--- src/rtl/tlc5941_pkg.sv ---
// Shared sizing constants for the TLC5941 receiver: channel geometry, expected
// shift lengths and the shift-counter width.
package tlc5941_pkg;

    localparam int unsigned CHANNELS   = 16;
    localparam int unsigned GS_BITS    = 12;
    localparam int unsigned DC_BITS    = 6;
    localparam int unsigned GS_COUNT   = CHANNELS * GS_BITS;
    localparam int unsigned DC_COUNT   = CHANNELS * DC_BITS;
    localparam int unsigned CNT_BITS   = 9;
    localparam int unsigned SYNC_DEPTH = 2;

    typedef enum logic {
        ModeGs = 1'b0,
        ModeDc = 1'b1
    } shift_mode_e;

endpackage

--- src/rtl/tlc_sync_edge.sv ---
// Multi-flop synchronizer for an asynchronous input, plus one extra flop that
// turns the synchronized level into a single-cycle rising-edge pulse.
module tlc_sync_edge #(
    parameter int unsigned Depth = 2
) (
    input  logic clock,
    input  logic reset,
    input  logic d,
    output logic q,
    output logic rise
);

    logic [Depth-1:0] sync_q;
    logic             prev_q;

    always_ff @(posedge clock) begin
        if (reset) begin
            sync_q <= '0;
            prev_q <= 1'b0;
        end else begin
            sync_q <= {sync_q[Depth-2:0], d};
            prev_q <= sync_q[Depth-1];
        end
    end

    assign q    = sync_q[Depth-1];
    assign rise = sync_q[Depth-1] & ~prev_q;

endmodule

--- src/rtl/tlc5941_receiver.sv ---
// TLC5941-style LED driver receiver: serial grayscale/dot-correction shift
// register, xlat-loaded latches, and a 12-bit grayscale PWM engine.
module tlc5941_receiver #(
    parameter int unsigned CHANNELS = tlc5941_pkg::CHANNELS,
    parameter int unsigned GS_BITS  = tlc5941_pkg::GS_BITS,
    parameter int unsigned DC_BITS  = tlc5941_pkg::DC_BITS
) (
    input  logic                        clock,
    input  logic                        reset,
    input  logic                        sclk,
    input  logic                        sin,
    input  logic                        xlat,
    input  logic                        mode,
    input  logic                        blank,
    input  logic                        gsclk,
    output logic                        sout,
    output logic [CHANNELS-1:0]         pwm_out,
    output logic [CHANNELS*DC_BITS-1:0] dc_out,
    output logic                        latched,
    output logic                        length_err
);

    import tlc5941_pkg::*;

    localparam int unsigned SrBits  = CHANNELS * GS_BITS;
    localparam int unsigned DcWidth = CHANNELS * DC_BITS;
    localparam logic [CNT_BITS-1:0] GsCount = CNT_BITS'(GS_COUNT);
    localparam logic [CNT_BITS-1:0] DcCount = CNT_BITS'(DC_COUNT);

    logic sclk_s, sin_s, xlat_s, mode_s, blank_s, gsclk_s;
    logic sclk_rise, sin_rise, xlat_rise, mode_rise, blank_rise, gsclk_rise;

    // sin and mode share the synchronizer depth of sclk/xlat, so they stay aligned.
    tlc_sync_edge #(.Depth(SYNC_DEPTH)) u_sync_sclk (
        .clock(clock), .reset(reset), .d(sclk), .q(sclk_s), .rise(sclk_rise)
    );
    tlc_sync_edge #(.Depth(SYNC_DEPTH)) u_sync_sin (
        .clock(clock), .reset(reset), .d(sin), .q(sin_s), .rise(sin_rise)
    );
    tlc_sync_edge #(.Depth(SYNC_DEPTH)) u_sync_xlat (
        .clock(clock), .reset(reset), .d(xlat), .q(xlat_s), .rise(xlat_rise)
    );
    tlc_sync_edge #(.Depth(SYNC_DEPTH)) u_sync_mode (
        .clock(clock), .reset(reset), .d(mode), .q(mode_s), .rise(mode_rise)
    );
    tlc_sync_edge #(.Depth(SYNC_DEPTH)) u_sync_blank (
        .clock(clock), .reset(reset), .d(blank), .q(blank_s), .rise(blank_rise)
    );
    tlc_sync_edge #(.Depth(SYNC_DEPTH)) u_sync_gsclk (
        .clock(clock), .reset(reset), .d(gsclk), .q(gsclk_s), .rise(gsclk_rise)
    );

    logic unused_sync;
    assign unused_sync = ^{sclk_s, xlat_s, gsclk_s, sin_rise, mode_rise, blank_rise};

    logic [SrBits-1:0]   shift_q, shift_d;
    logic [CNT_BITS-1:0] cnt_q, cnt_d, cnt_shifted;
    logic [SrBits-1:0]   gs_q, gs_d;
    logic [DcWidth-1:0]  dc_q, dc_d;
    logic [GS_BITS-1:0]  gs_cnt_q, gs_cnt_d;
    logic [CHANNELS-1:0] pwm_q, pwm_d;
    logic                latched_q, latched_d;
    logic                length_err_q, length_err_d;

    // A shift in the same cycle as xlat is applied first, so the latch and the
    // length check both see the post-shift state.
    always_comb begin
        shift_d      = shift_q;
        cnt_shifted  = cnt_q;
        gs_d         = gs_q;
        dc_d         = dc_q;
        latched_d    = 1'b0;
        length_err_d = 1'b0;

        if (sclk_rise) begin
            shift_d = {shift_q[SrBits-2:0], sin_s};
            if (cnt_q != '1) begin
                cnt_shifted = cnt_q + 1'b1;
            end
        end
        cnt_d = cnt_shifted;

        if (xlat_rise) begin
            cnt_d     = '0;
            latched_d = 1'b1;
            if (shift_mode_e'(mode_s) == ModeDc) begin
                dc_d         = shift_d[DcWidth-1:0];
                length_err_d = (cnt_shifted != DcCount);
            end else begin
                gs_d         = shift_d;
                length_err_d = (cnt_shifted != GsCount);
            end
        end
    end

    always_comb begin
        gs_cnt_d = gs_cnt_q;
        if (blank_s) begin
            gs_cnt_d = '0;
        end else if (gsclk_rise && (gs_cnt_q != '1)) begin
            gs_cnt_d = gs_cnt_q + 1'b1;
        end

        pwm_d = '0;
        for (int unsigned n = 0; n < CHANNELS; n++) begin
            pwm_d[n] = !blank_s && (gs_cnt_q < gs_q[n*GS_BITS +: GS_BITS]);
        end
    end

    always_ff @(posedge clock) begin
        if (reset) begin
            shift_q      <= '0;
            cnt_q        <= '0;
            gs_q         <= '0;
            dc_q         <= '1;
            gs_cnt_q     <= '0;
            pwm_q        <= '0;
            latched_q    <= 1'b0;
            length_err_q <= 1'b0;
        end else begin
            shift_q      <= shift_d;
            cnt_q        <= cnt_d;
            gs_q         <= gs_d;
            dc_q         <= dc_d;
            gs_cnt_q     <= gs_cnt_d;
            pwm_q        <= pwm_d;
            latched_q    <= latched_d;
            length_err_q <= length_err_d;
        end
    end

    assign sout       = shift_q[SrBits-1];
    assign pwm_out    = pwm_q;
    assign dc_out     = dc_q;
    assign latched    = latched_q;
    assign length_err = length_err_q;

endmodule

--- config.mk ---
export PLATFORM = sky130hd
export DESIGN_NAME = tlc5941_receiver
export DESIGN_NICKNAME = d
export VERILOG_FILES = /design/src/rtl/tlc5941_pkg.sv /design/src/rtl/tlc_sync_edge.sv /design/src/rtl/tlc5941_receiver.sv
export SDC_FILE = /design/constraint.sdc
export NUM_CORES = 1
export LEC_CHECK = 0
export BUFFER_PORTS_ARGS = -buffer_cell sky130_fd_sc_hd__buf_4
export CAP_MARGIN = 20
export CORE_ASPECT_RATIO = 1.5
export CORE_UTILIZATION = 38
export CTS_CLUSTER_SIZE = 12
export DETAILED_ROUTE_END_ITERATION = 8
export GPL_ROUTABILITY_DRIVEN = 0
export SKIP_LAST_GASP = 1
export SLEW_MARGIN = 40
export SYNTH_ARGS = -nofsm -noshare
export SYNTH_HDL_FRONTEND = slang
export SYNTH_SLANG_ARGS = --single-unit
--- constraint.sdc ---
create_clock -name clock -period 4.89 [get_ports clock]
set_input_delay 0.978 -clock clock [delete_from_list [all_inputs] [get_ports clock]]
set_output_delay 0.978 -clock clock [all_outputs]
set_load 0.01 [all_outputs]
* After elaboration in Yosys (flattened, before gate mapping) *
Index checks and enable logic that the tools add are counted.

cells by class
  order comparisons = 16
  eq/ne operators = 4
  reductions and logical operators = 23
  add/subtract/negate cells = 2
  bitwise operators = 8
  muxes and demuxes = 5

operator list
  operator                                        number
  less-than comparator 12 bit                     16
  two-way mux 192 bit                             1
  two-way mux 9 bit                               2
  logical AND 1 bit                               17
  adder 12 x 1 -> 12 bit (second input constant)  1
  != test 12 bit (second input constant)          1
  adder 9 x 1 -> 9 bit (second input constant)    1
  != test 9 x 7 -> 1 bit (second input constant)  1
  != test 9 x 8 -> 1 bit (second input constant)  1
  != test 9 bit (second input constant)           1
  OR reduction 2 bit                              3
  NOT 1 bit                                       5
  AND reduction 2 bit                             2
  AND 1 bit                                       3
  two-way mux 1 bit                               2
  logical NOT 1 bit                               1

word-level totals
  output and inout port bits = 115
  register bits after elaboration = 534

* Logic depth before layout (Yosys ltp) *
Gate-level depths: netlist of the first run.

  depth after elaboration = 5
  depth in mapped cells = 8

* Hierarchy *
From an unflattened synthesis of the first run, not the netlist that was laid out.

second synthesis, totals
  cell total of the unflattened synthesis = 2,414
  area, all modules = 23,060.9 sq um

by module, submodules not included
  module            cells each  instances  sequential area each (sq um)  area an instance (sq um)
  tlc5941_receiver  2,372       1          10,390.0                      22,535.4
  tlc_sync_edge     7           6          60.1                          87.6

* Worst setup path after synthesis of the first run *
OpenSTA, ideal clock, no wires.

  path type = input to register
  start = in reset
  end = reg pwm_q[10], in the netlist pwm_out[10]
  stages on the path = 7
  path slack = 2,758 ps
  arrival = 2,075 ps
  data required time = 4,833 ps
  library setup time = 57 ps
  path through = or2_1 buf_2 buf_6 a211o_1 nor3_1 o21a_1 or3_1

RTL lines
  element                 line                     source
  start: declaration      tlc5941_receiver.sv:9    input logic reset,
  end signal: assignment  tlc5941_receiver.sv:126  pwm_q <= pwm_d;
  end: declaration        tlc5941_receiver.sv:61   logic [CHANNELS-1:0] pwm_q, pwm_d;

* Worst setup path in the final report of the first run *
  start = reg gs_cnt_q[9]
  end = reg pwm_q[5], in the netlist pwm_out[5]

on the way
  cells in the longest elaborated chain, start to end = 2

RTL lines
  element                      line                     source
  start: declaration           tlc5941_receiver.sv:60   logic [GS_BITS-1:0] gs_cnt_q, gs_cnt_d;
  start signal: assignment     tlc5941_receiver.sv:125  gs_cnt_q <= gs_cnt_d;
  less-than comparator 12 bit  tlc5941_receiver.sv:106  pwm_d[n] = !blank_s && (gs_cnt_q < gs_q[n*GS_BITS +: GS_BITS]);
  logical AND 1 bit            tlc5941_receiver.sv:106

Every way passes these cells.
A chain may end at the register's enable or synchronous reset.

==> results of run 1 <==
-- logic make-up after synthesis --
family | after synthesis
and+or+nand+nor | 643
DFF | 534
AOI/OAI and AO/OA | 467
buffers and inverters | 324
muxes | 196
adders and majority gates | 178
xor gates and xnor gates | 12
-- metrics by stage --
| step | hold WS, ns | std cells | area (um2) | worst slack (ns) | total power (W) |
|---|---|---|---|---|---|
| 3_3_place_gp | 0.424 | 3124 | 24000 | 1.72 | 0.00522 |
| 2_1_floorplan | 0.414 | 2354 | 22500 | 2.76 | 0.00505 |
| 5_1_grt | 0.457 | 3206 | 25600 | 2.20 | 0.00924 |
| 6_report | 0.436 | 3206 | 25600 | 2.33 | 0.00887 |
| 3_5_place_dp | 0.426 | 3124 | 24000 | 1.64 | 0.00523 |
| 4_1_cts | 0.441 | 3202 | 25500 | 2.26 | 0.00900 |
-- cell type report --
type / instances / share of cell area
sequential: 534 / 0.417
multi-input combinational: 1496 / 0.408
timing repair buffer: 150 / 0.0508
tap: 770 / 0.0376
clock buffer: 73 / 0.0583
clock inverter: 5 / 0.00137
inverter: 178 / 0.0261
-- registers in the layout (all words and copies together) (netlist names) --
register             cells
length_err               1
gs_q                   192
cnt_q                    9
u_sync_gsclk.prev_q      1
u_sync_sclk.sync_q       2
dc_out                  96
u_sync_sin.sync_q        2
u_sync_gsclk.sync_q      2
u_sync_xlat.prev_q       1
u_sync_blank.sync_q      2
gs_cnt_q                12
u_sync_sclk.prev_q       1
pwm_out                 16
shift_q                192
u_sync_xlat.sync_q       2
u_sync_mode.sync_q       2
latched                  1
-- power groups by stage --
stage | Clock [W] | Combinational [W] | Sequential (W)
2_1_floorplan | 0 | 0.000422 | 0.00463
3_5_place_dp | 0 | 0.000591 | 0.00464
5_1_grt | 0.00402 | 0.000670 | 0.00455
3_3_place_gp | 0 | 0.000575 | 0.00464
4_1_cts | 0.00386 | 0.000595 | 0.00454
6_report | 0.00374 | 0.000594 | 0.00454
-- placed cells by master, fill, tap and decap left out, types with 2 or more instances in the layout --
cell type / instances
dfxtp_1: 534
inv_1: 178
o21ai_1: 17
a41oi_1: 16
and4_1: 2
or3_1: 17
buf_12: 7
and3_1: 2
a211oi_1: 212
nand2b_1: 18
clkbuf_8: 5
a21o_1: 32
buf_4: 138
xor2_1: 6
mux2i_1: 196
a211o_1: 113
o21ai_0: 18
clkinv_2: 3
nor2_1: 508
a21oi_1: 36
clkbuf_1: 13
nor2b_1: 17
nand3_1: 8
nor3_1: 34
nand4_1: 5
buf_16: 4
nand2_1: 22
xnor2_1: 6
clkbuf_16: 55
o21a_1: 17
nand3b_1: 2
ha_1: 178
-- per-layer routing --
layer / share of wire / vias up
li1: - / 8276
met1: 0.43 / 7527
met2: 0.51 / 195
met3: 0.031 / 86
met4: 0.026 / 0
met5: 0 / -
-- path summary, 6_finish.rpt --
kind                          from                    end  slack (ns)  cells after the start
max                    gs_cnt_q[9]             pwm_out[5]        2.33                      8
min          u_sync_mode.sync_q[0]  u_sync_mode.sync_q[1]        0.44                      1
max reg2reg            gs_cnt_q[9]             pwm_out[5]        2.33                      8
min reg2reg  u_sync_mode.sync_q[0]  u_sync_mode.sync_q[1]        0.44                      1
==> qor.yml, run 1 <==
switchingPower_w: 0.00204
synthAdderAreaFrac: 0.0990
cp_num_buf_inv: 1
hold_class: "reg2reg"
die_w_um: 201
drtIter0Drc: 666
cpMostUsedCell: "a21o_1"
drive_gt1_frac: 0.0911
dieArea_um2: 60200
status: "finished clean"
p_int_w: 0.00683
utilization: 0.440
cts_tree: "yes"
cp.arrival_ns: 3.08
crit_required_ns: 5.42
avgViaCountPerCell: 5.02
netlist.area_leader.share: 0.475
yosys-top-cells-area: "dfxtp_1 48%, ha_1 9.9%, mux2i_1 8.7%, nor2_1 8.5%, a211oi_1 7.1%"
post_drt_wl_per_cell_um: 15.6
grt_use_met2: 0.310
critPathTopFamily: "compound AO/OA/AOI/OAI gates"
synth_compound_area_frac: 0.155
p_comb_frac: 0.067
peakVddDrop_mv: 0.266
synth-simple-area-share: 0.118
critPathMaxStageDelay_ns: 0.71
grt_pass1_wl_mm: 82.7
synth_seq_cells: 534
ys_types: 45
clkSinkCount: 534
rsz0062_at_grt: "false"
grt_pass1_vias: 16174
regArea_um2: 10700
io_pins: 123
pwr-share-seq: 0.512
drc_errors: 0
drv_slew: 0
cts_buffers: 53
startpoint_type: "flop"
slew-limit-headroom: 0.369
diodes: 0
fillCellCount: 5616
power_density_nw_per_um2: 346
fmax_mhz: 391
synth_top_family_by_area: "compound AO/OA/AOI/OAI gates"
setup.worst_path.end_class: "flop"
clk_path_buf_depth: 3
async_flop_share: 0
die_y_um: 300
multi_input_area_um2: 10500
finalHoldViolations: 0
avgSynthCellArea_um2: 9.56
worstSetupPathType: "reg2reg"
firstDrtPassIters: 4
worst_path_max_delay_cell: "dfxtp_1"
grt-ovfl-total: 0
layout_min_cycle_time_ns: 2.56
synth_nets: 2540
setup_viol: 0
clk_pin_slew_ns: 0.06
syn_inst: 2354
row_count: 108
synth.most_common_cell: "dfxtp_1"
power.leakage_nw: 9.59
num_vias: 16084
dpl.hpwl_mm: 32.4
pwr-share-clk: 0.421
htreeDepth: 2
synth_common_cells: "534 x dfxtp_1, 508 x nor2_1, 212 x a211oi_1, 196 x mux2i_1"
synthFlopType: "dfxtp_1"
ant_nets: 0
drv_cap: 0
routed_wl_mm: 50.0
met3_usage: 0.0221
root_buffer: "clkbuf_16"
worst_slew_pin_slew_ns: 0.946
io_buffers: 122
cts_resized: 0
cts_setup_buffers: 0
grt.total_usage: 0.166
fin_crit_sh: 0.523
synth-edff-count: 0
cts_hold_buffers: 0
synth_top_cell_by_area: "dfxtp_1"
p_sw_frac: 0.230
cp_max_fo: 14
yosys_warnings: 0
tns_ns: 0
syn2layout_area_growth_pct: 13.8
synthXorXnorAreaFrac: 0.00467
core_area_um2: 58200
fin_nets: 2599
grt_max_degree: 205
use_met1: 0.194
path_cells: "buf_4 > ha_1 > a21o_1 > a21o_1 > a211o_1 > nor3_1 > o21a_1 > or3_1"
synth_mux_area_frac: 0.0872
insertion_delay_ns: 0.59
start_util: 0.386
seq_area_frac_synth: 0.475
clock_skew_ns: 0.0188
syn_area_um2: 22500
grt-busiest-layer: "met2"
antenna_found_initial: 0
Note: power is estimated with default switching activity, not from simulation.
==> run 2, diff against run 1 <==
clock period = 2.59 ns   (was 4.89 ns; I/O delays follow)
==> run 2 against run 1 <==
Effect of this change:
- hold slack lost 0.26 ns
- clock skew increased by 0.0037 ns
- flip-flop and latch count unchanged
- combinational power is 90% higher
- worst setup slack worse by 1.9 ns
- critical endpoint is now pwm_out[13]
- highest routed layer unchanged
==> qor.yml, run 2 (same netlist as run 1, synthesis figures left out) <==
insertion_delay_ns: 0.57
diodes: 0
layout_min_cycle_time_ns: 2.12
worstSetupPathType: "reg2reg"
avgViaCountPerCell: 4.99
final_cell_mix: "534 x dfxtp_1, 508 x nor2_1, 212 x a211oi_1"
hold_class: "in2reg"
dieArea_um2: 60200
cts_resized: 0
crit_required_ns: 3.08
clkSinkCount: 534
post_drt_wl_per_cell_um: 15.3
p_total_w: 0.0163
rsz0062_at_grt: "false"
path_cells: "buf_4 > ha_1 > a21o_1 > a21o_1 > a211o_1 > nor3_1 > o21a_1 > or3_1"
whs_path_depth: 2
num_vias: 16085
slew-limit-headroom: 0.533
dp_slack_ns: 0.392
regArea_um2: 10700
ant_nets: 0
setup.worst_path.end_class: "flop"
finalHoldViolations: 0
reg2reg_slack_ns: 0.47
drtIter0Drc: 581
drc_errors: 0
rr_worst_depth: 8
fin_crit_sh: 0.820
start_util: 0.386
grt_pass1_vias: 16084
power_density_nw_per_um2: 633
peakVddDrop_mv: 0.474
r2r-end: "pwm_out[13]"
cp_max_fo: 17
fillCellCount: 5615
status: "finished clean"
crit_path_end: "pwm_out[13]"
reg2reg_from: "gs_cnt_q[9]"
fin_nets: 2624
fmax_mhz: 471
dp_cells: 3153
dpl.hpwl_mm: 33.6
htreeDepth: 2
clock_skew_ns: 0.0225
worst_slack_ns: 0.467
drv_slew: 0
cts_hold_buffers: 0
tns_ns: 0
grt.total_usage: 0.164
worst_slew_pin_slew_ns: 0.700
die_y_um: 300
cpMostUsedCell: "a21o_1"
drive_gt1_frac: 0.0975
cts_tree: "yes"
critPathMaxStageDelay_ns: 0.33
io_buffers: 122
antenna_found_initial: 0
root_buffer: "clkbuf_16"
clk_path_buf_depth: 3
worst_path_max_delay_cell: "a211o_1"
hold_ws_ns: 0.176
cts_buffers: 51
worstSetupStartpoint: "gs_cnt_q[9]"
startpoint_type: "flop"
row_count: 108
power.leakage_nw: 9.65
die_w_um: 201
grt-ovfl-total: 0
multi_input_area_um2: 10500
grt_max_degree: 199
firstDrtPassIters: 4
setup_viol: 0
routed_wl_mm: 49.2
layout_commonest_cell: "dfxtp_1"
fin_cells: 3222
grt_pass1_wl_mm: 81.5
drv_cap: 0
syn2layout_area_growth_pct: 14.1
cp.arrival_ns: 2.61
core_area_um2: 58200
io_pins: 123
cts_setup_buffers: 0
clk_pin_slew_ns: 0.06
## run 2: cell count changes in the layout (fill, tap and decap cells not counted), moves of 2 or more
cell / previous run / this run
buf_16: 4 / 2
clkinv_2: 3 / 0
buf_4: 138 / 162
clkbuf_16: 55 / 51
buf_12: 7 / 12
clkbuf_8: 5 / 3
## run 2: cell type report
class / instances / area share
well taps: 770 / 0.0375
multi-input cells: 1496 / 0.407
inverters: 178 / 0.0260
repair buffers: 177 / 0.0594
flip-flops and latches: 534 / 0.416
clock inverters: 1 / 0.000341
clock buffers: 66 / 0.0531
## run 2: worst max-delay path: cells and delay by family, from the launching register on
family,cells,cell delay [ns]
buf+inv,1,0.31
flops,1,0.32
simple gates,2,0.26
fa+ha+maj,1,0.32
compound gates,4,0.81
## run 2: report_power, final
part	internal (W)	switching (W)	total [W]
combinational	0.000495	0.000633	0.00113
sequential	0.00844	0.000132	0.00858
clock	0.00362	0.00294	0.00655
total	0.0126	0.00370	0.0163
## run 2: worst min-delay path by stage
stage / startpoint / end
finish: mode / u_sync_mode.sync_q[0]
global placement: u_sync_mode.sync_q[0] / u_sync_mode.sync_q[1]
CTS: xlat / u_sync_xlat.sync_q[0]
floorplan: u_sync_blank.sync_q[0] / u_sync_blank.sync_q[1]
global route: xlat / u_sync_xlat.sync_q[0]
detailed placement: u_sync_sclk.sync_q[0] / u_sync_sclk.sync_q[1]
## run 2: through the flow
step	area, um2	utilization
6_report	25700	0.441
5_1_grt	25700	0.441
4_1_cts	25600	0.440
3_5_place_dp	24300	0.416
3_3_place_gp	24300	0.416
2_1_floorplan	22500	-
## run 2: routing by layer
layer | wire [um] | vias to the layer above | global-route usage | part of all wire
li1 | - | 8311 | - | -
met1 | 21500 | 7460 | 0.197 | 0.44
met2 | 24800 | 216 | 0.296 | 0.50
met3 | 1490 | 98 | 0.0227 | 0.030
met4 | 1470 | 0 | 0.0591 | 0.030
met5 | 0 | - | 0 | 0
